## src/rtl/cpu_pkg.sv

```systemverilog
// Shared CPU-side definitions for the register-file debug read-out path.
// Holds the dump engine state encoding, the frame header byte and the
// register-file address width.
package cpu_pkg;

  // Dump engine states. ST_CSUM is only reachable when the checksum
  // feature is built in.
  typedef enum logic [2:0] {
    ST_IDLE   = 3'd0,
    ST_HEADER = 3'd1,
    ST_READ   = 3'd2,
    ST_SEND   = 3'd3,
    ST_CSUM   = 3'd4,
    ST_DONE   = 3'd5
  } dump_state_e;

  // First byte of every dump frame.
  localparam logic [7:0] DUMP_HEADER = 8'hA5;

  // Address width of the 4-entry general-purpose register file.
  localparam int REG_ADDR_W = 2;

endpackage : cpu_pkg

```

## src/rtl/reg_dump_reader.sv

```systemverilog
// Debug read-out engine for the general-purpose register file.
// On dump_req it walks register addresses 0..NUM_REGS-1 through one
// asynchronous read port and emits a valid/ready byte stream:
// header byte, then one byte per register.
// Build option: define REG_DUMP_CHECKSUM_EN to append a running XOR of
// all register bytes (header excluded) as a trailing frame byte.
module reg_dump_reader
  import cpu_pkg::*;
#(
  parameter int                NUM_REGS = 4,
  parameter int                DATA_W   = 8,
  parameter logic [DATA_W-1:0] HEADER   = DATA_W'(DUMP_HEADER)
) (
  input  logic                        clk,
  input  logic                        rst,
  input  logic                        dump_req,
  output logic [$clog2(NUM_REGS)-1:0] rf_addr,
  input  logic [DATA_W-1:0]           rf_data,
  output logic [DATA_W-1:0]           out_data,
  output logic                        out_valid,
  input  logic                        out_ready,
  output logic                        busy,
  output logic                        done
);

  localparam int             ADDR_W   = $clog2(NUM_REGS);
  localparam logic [ADDR_W-1:0] LAST_IDX = ADDR_W'(NUM_REGS - 1);

  dump_state_e        state_r;
  logic [ADDR_W-1:0]  index_r;
  logic [DATA_W-1:0]  out_data_r;
  logic               out_valid_r;
  logic               busy_r;
  logic               done_r;
`ifdef REG_DUMP_CHECKSUM_EN
  logic [DATA_W-1:0]  csum_r;
`endif

  // The read address follows the index register directly, so it is
  // already stable for the whole READ cycle.
  assign rf_addr   = index_r;
  assign out_data  = out_data_r;
  assign out_valid = out_valid_r;
  assign busy      = busy_r;
  assign done      = done_r;

  // Frame sequencer: single FSM owning all registered outputs.
  always_ff @(posedge clk or posedge rst) begin
    if (rst) begin
      state_r     <= ST_IDLE;
      index_r     <= '0;
      out_data_r  <= '0;
      out_valid_r <= 1'b0;
      busy_r      <= 1'b0;
      done_r      <= 1'b0;
`ifdef REG_DUMP_CHECKSUM_EN
      csum_r      <= '0;
`endif
    end else begin
      case (state_r)
        ST_IDLE: begin
          done_r <= 1'b0;
`ifdef REG_DUMP_CHECKSUM_EN
          csum_r <= '0;
`endif
          if (dump_req) begin
            state_r     <= ST_HEADER;
            out_data_r  <= HEADER;
            out_valid_r <= 1'b1;
            busy_r      <= 1'b1;
            index_r     <= '0;
          end else begin
            state_r     <= ST_IDLE;
            out_valid_r <= 1'b0;
            busy_r      <= 1'b0;
          end
        end

        ST_HEADER: begin
          // Byte and valid stay put until the consumer takes the header.
          if (out_ready) begin
            state_r     <= ST_READ;
            out_valid_r <= 1'b0;
          end else begin
            state_r     <= ST_HEADER;
          end
        end

        ST_READ: begin
          // rf_data is sampled here, so a CPU write landing before this
          // cycle is what gets reported.
          out_data_r  <= rf_data;
          out_valid_r <= 1'b1;
`ifdef REG_DUMP_CHECKSUM_EN
          csum_r      <= csum_r ^ rf_data;
`endif
          state_r     <= ST_SEND;
        end

        ST_SEND: begin
          if (out_ready) begin
            if (index_r == LAST_IDX) begin
`ifdef REG_DUMP_CHECKSUM_EN
              // Checksum already folds in the last register (READ preceded).
              state_r     <= ST_CSUM;
              out_data_r  <= csum_r;
              out_valid_r <= 1'b1;
`else
              state_r     <= ST_DONE;
              out_valid_r <= 1'b0;
              done_r      <= 1'b1;
`endif
            end else begin
              state_r     <= ST_READ;
              index_r     <= index_r + 1'b1;
              out_valid_r <= 1'b0;
            end
          end else begin
            state_r <= ST_SEND;
          end
        end

`ifdef REG_DUMP_CHECKSUM_EN
        ST_CSUM: begin
          if (out_ready) begin
            state_r     <= ST_DONE;
            out_valid_r <= 1'b0;
            done_r      <= 1'b1;
          end else begin
            state_r     <= ST_CSUM;
          end
        end
`endif

        ST_DONE: begin
          state_r     <= ST_IDLE;
          out_valid_r <= 1'b0;
          done_r      <= 1'b0;
          busy_r      <= 1'b0;
          index_r     <= '0;
        end

        default: begin
          // Unreachable encodings fall back to a quiet idle.
          state_r     <= ST_IDLE;
          out_valid_r <= 1'b0;
          done_r      <= 1'b0;
          busy_r      <= 1'b0;
          index_r     <= '0;
        end
      endcase
    end
  end

endmodule : reg_dump_reader

```

## config.mk

```make
export PLATFORM = sky130hd
export DESIGN_NAME = reg_dump_reader
export DESIGN_NICKNAME = d
export VERILOG_FILES = /design/src/rtl/cpu_pkg.sv /design/src/rtl/reg_dump_reader.sv
export SDC_FILE = /design/constraint.sdc
export NUM_CORES = 1
export LEC_CHECK = 0
export CORE_MARGIN = 2
export CORE_UTILIZATION = 38
export DETAILED_ROUTE_END_ITERATION = 10
export PLACE_DENSITY = 0.77
export RECOVER_POWER = 25
export SLEW_MARGIN = 10
export SYNTH_ARGS = -nofsm -noshare
export SYNTH_HDL_FRONTEND = slang
export SYNTH_SLANG_ARGS = --single-unit
```

## constraint.sdc

```tcl
create_clock -name clk -period 1.2 [get_ports clk]
set_clock_uncertainty 0.1 [all_clocks]
set_input_delay 0.36 -clock clk [delete_from_list [all_inputs] [get_ports clk]]
set_output_delay 0.36 -clock clk [all_outputs]
set_load 0.01 [all_outputs]
```

After elaboration in Yosys (flattened, before gate mapping)

Cells that the tools add are included.

Register bits after elaboration: 16
Bits in latches: 0
Bits in writable memories: 0
ROM bits: 0
Bits of input ports: 12
Output and inout port bits: 13
Word-level logic and storage cells: 43
Memories: 0

$add $sub $neg: 1
$mul: 0
Div/mod/pow operators: 0
$lt $le $gt $ge: 0
Eq/ne operators: 9
Shift-type cells: 0
Muxes and demuxes: 18
Bitwise operators: 1
Reductions and logical operators: 8

Operator list:

| operator            | count |
|---|---|
| $pmux 8 s2          | 1 |
| $pmux 3 s4          | 1 |
| $mux 2              | 4 |
| $mux 8              | 1 |
| $ne 2x2->1 const B  | 4 |
| $eq 3x2->1 const B  | 2 |
| $mux 3              | 2 |
| $pmux 2 s3          | 1 |
| $mux 1              | 5 |
| $pmux 1 s2          | 2 |
| $reduce_and 4->1    | 1 |
| $reduce_or 2->1     | 2 |
| $eq 3x1->1 const B  | 1 |
| $logic_not 3->1     | 1 |
| $pmux 1 s3          | 1 |
| $reduce_and 3->1    | 1 |
| $reduce_or 3->1     | 1 |
| $add 2x1->2 const B | 1 |
| $eq 2x2->1 const B  | 1 |
| $ne 2x1->1 const B  | 1 |
| $reduce_and 2->1    | 1 |
| $reduce_bool 2->1   | 1 |
| $not 1->1           | 1 |

Longest topological paths before layout

Word-level depth: 4
Gate-level depth with buffers: 4
Mapped depth without buffers: 4

Worst setup path after synthesis

OpenSTA, ideal clock, no wires.

Path kind: flip-flop to flip-flop
Start: reg index_r[0], in the netlist rf_addr[0]
End: reg index_r[0], in the netlist rf_addr[0]
Setup time: 0.125 ns
Arrival time: 1.204 ns
Required time: 0.975 ns
Path slack: -0.229 ns
Stages on the path, launching flop included: 5
Buffers on the path: 0
Period minus slack after synthesis: 1.429 ns
Path through: dfrtp_1 -> ha_1 -> and4b_1 -> a211oi_2 -> mux2_2

Longest elaborated chain between the ends: 4
Elaborated cells between the ends (all ways): 7
Those cells by class: 1 x add/sub; 2 x eq/ne; 3 x mux; 1 x reduce/logical

Ends and longest elaborated chain:

| element                  | line                   | text |
|---|---|---|
| start: declaration       | reg_dump_reader.sv:30  | `logic [ADDR_W-1:0] index_r;` |
| start signal: assignment | reg_dump_reader.sv:115 | `index_r <= index_r + 1'b1;` |
| $add 2x1->2              | reg_dump_reader.sv:115 |  |
| $mux 2                   | reg_dump_reader.sv:102 | `if (index_r == LAST_IDX) begin` |
| $mux 2                   | reg_dump_reader.sv:101 | `if (out_ready) begin` |
| $pmux 2 s3               | reg_dump_reader.sv:60  | `case (state_r)` |

Parallel ways exist; a longest one is shown, timed or not. The select of a mux whose other input is x is not followed.
A chain may end at the register's enable or synchronous reset.

Final worst setup path

Ends and elaborated chain as after synthesis.

==> summary.md <==
| Metric | Value |
|---|---|
| Worst hold margin | `approximately 400 ps` |
| Starting density of the core | `0.399` |
| Die footprint | `around 2100 µm²` |
| Syn nets | `about 70` |
| Synth Cell Area | `between 600 and 700 µm²` |
| Clock Sinks | `16` |
| Cell chain of the critical path | `ha_2 > and4b_1 > a211oi_2 > mux2_4` |
| Post-route design area | `1040 µm²` |
| Fin crit period | `between 1000 and 1500 ps` |
| Tot GR Track Use | `0.157` |
| Critical path class | `flip-flop to flip-flop` |
| Max Slew Vio Count | `0` |
| Unrepaired setup endpoints after global routing | `yes` |
| Placed instance area | `around 1100 µm²` |
| CP bufs+invs | `0` |
| First-pass GRT wire length | `2330 µm` |
| Final number of setup-violating endpoints | `20` |
| Lkg Pwr | `roughly 0.49 nW` |
| P per Cell Area | `2440 nW/µm²` |
| Via count of the first global-routing pass | `569` |
| Post-synth ARST share | `1.00` |
| Slew headroom | `0.737` |
| Largest net degree at the start of global routing | `17` |
| Worst-path fanout max | `3` |
| Worst-margin pin slew | `395 ps` |
| # DRC | `0` |
| Most used DFF post-synth | `dfrtp_1` |
| Cell with the most instances after synthesis | `dfrtp_1` |
| Die width | `46.4 µm` |
| Top Family by Delay on Critical Path | `flip-flops` |
| WL final | `around 1500 µm` |
| Crit path required time | `1270 ps` |
| Clock buffer depth | `2` |
| Die Ht | `around 46 µm` |
| Cts hold-fix bufs | `0` |
| Max stage delay on crit path | `410 ps` |
| Synth top area cells | `dfrtp_1 59%, a22o_1 6.4%, o22a_1 5.1%` |
| Critical path arrival | `roughly 1500 ps` |
| Initial antenna violation count | `0` |
| RePlAce Congestion | `0.774` |
| Wire per inst | `about 12 µm` |
| # Max-Cap Violations | `0` |
| CP endpoint kind | `flip-flop` |
| Total gr overflow | `0` |
| Total chip power | `around 2.5 mW` |
| Fmax | `713 MHz` |
| Util after Layout | `0.610` |
| Max IR drop VDD | `1.27 mV` |
| Total number of yosys warnings | `0` |
| EDFF count, synth | `0` |
| Avg Synthesized Cell Area | `11.8 µm²` |
| Syn Inst Count | `58` |
| Post-synth top area cell | `dfrtp_1` |
| Failing checks | `setup timing` |
| Vias post-DR | `approximately 600` |
| Run status | `finished with violations` |
| Final setup margin | `-203 ps` |
| Register bit total from synthesis | `16` |
| Clk slew on worst S/H paths | `~90 ps` |
| Ports | `25` |
| Slowest-stage cell, CP | `dfrtp_1` |
| Row count | `15` |
| Nets | `~110` |
| Drt pass-1 iters | `1` |
| ANT cells | `0` |
| DP Worst Slack | `-453 ps` |
| Register area share after synthesis | `0.587` |
| Hold Path Class | `flip-flop to flip-flop` |
| CTS tree | `done` |
| Total core area | `between 1500 and 2000 µm²` |
| Routed Antenna Nets | `0` |
| Share of layout cells above drive strength 1 | `0.424` |
| Clk Latency, worst-skew pair | `about 280 ps` |
| Area Overhead vs Synth | `52.7%` |
| TNS Setup | `-1290 ps` |
| 1st-iter DRT viols | `0` |
| Finished Layout Cells | `124` |
| Top-area cell type share of the netlist area | `0.587` |
| Final count of hold timing violations | `0` |
| # fillers | `147` |
| Cell variety after synth | `23` |
| CTS buffer count | `3` |
| Depth of the CTS H-tree | `1` |
| PortBufs | `24` |
| Dpl hpwl | `around 1100 µm` |
| Ratio of final minimum period to clock period | `1.17` |
| Clock Tree Root | `clkbuf_4` |
| Number of vias per cell | `4.74` |
| Startpoint types | `flip-flop` |
| Placed Cells | `117` |
| Synth cell count leaders | `16 x dfrtp_1, 5 x a22o_1, 5 x nor2_1` |
cell type report:
type	instances	area [µm²]	area share
flip-flops and latches	16	402	0.386
repair buffers	41	299	0.287
multi-input cells	38	283	0.272
well taps	25	31.3	0.0300
clock buffers	3	22.5	0.0216
inverters	1	3.75	0.00361
cells in the final DEF, fill, tap and decap left out, drive strengths merged:
| cell | instances |
|---|---|
| mux2 | 1 |
| nor2b | 2 |
| clkbuf | 4 |
| and3 | 1 |
| and4b | 1 |
| a21oi | 2 |
| a22o | 5 |
| buf | 29 |
| and2 | 2 |
| nand3b | 1 |
| a211oi | 2 |
| clkdlybuf4s50 | 9 |
| o22a | 4 |
| dfrtp | 16 |
| nor2 | 5 |
| nor3 | 2 |
| o21ai | 5 |
| dlygate4sd3 | 1 |
| inv | 1 |
| dlygate4sd2 | 1 |
| nand4 | 1 |
| ha | 1 |
| nand2 | 3 |
state kept, by name, indices dropped and copies added, names as in the netlist:
register,count
rf_addr,2
state_r,3
busy,1
out_valid,1
out_data,8
done,1
cells by family (layout without fill, tap and decap cells):
group           after synthesis  after routing  share of synthesized area
simple gates                 18             18                      0.147
buf+inv                       4             45                     0.0348
mux                           1              1                     0.0165
flops                        16             16                      0.587
fa+ha+maj                     1              1                     0.0183
compound gates               18             18                      0.196
final timing paths:
check                             from          end  slack (ps)  depth (start not counted)
setup / recovery            rf_addr[0]   rf_addr[0]        -200                          4
hold / removal             out_data[7]  out_data[7]         390                          1
setup reg to reg            rf_addr[0]   rf_addr[0]        -200                          4
hold reg to reg            out_data[7]  out_data[7]         390                          1
max in group asynchronous          rst   state_r[0]         210                          3
min in group asynchronous          rst  out_data[2]         490                          3
metal layers:
| metal | track usage | wire [µm] | part of all wire |
|---|---|---|---|
| met5 | 0 | 0 | 0 |
| met4 | 0.103 | 20 | 0.013 |
| met3 | 0.0353 | 70 | 0.047 |
| met2 | 0.239 | 721 | 0.48 |
| met1 | 0.198 | 690 | 0.46 |
power breakdown:
| group | internal (mW) | leakage (nW) | total [mW] | switching (mW) |
|---|---|---|---|---|
| registers | 0.783 | 0.189 | 0.926 | 0.143 |
| logic | 0.768 | 0.289 | 1.34 | 0.572 |
| clock network | 0.116 | 0.0138 | 0.272 | 0.156 |
| total | 1.67 | 0.492 | 2.54 | 0.871 |
what timing repair did:
item	4_1_cts	5_1_grt
gates resized for setup	53	6
endpoints found under the setup margin	25	28
setup buffers	4	2
pin swaps	4	5
No activity file was read; power rests on OpenSTA's default activity.
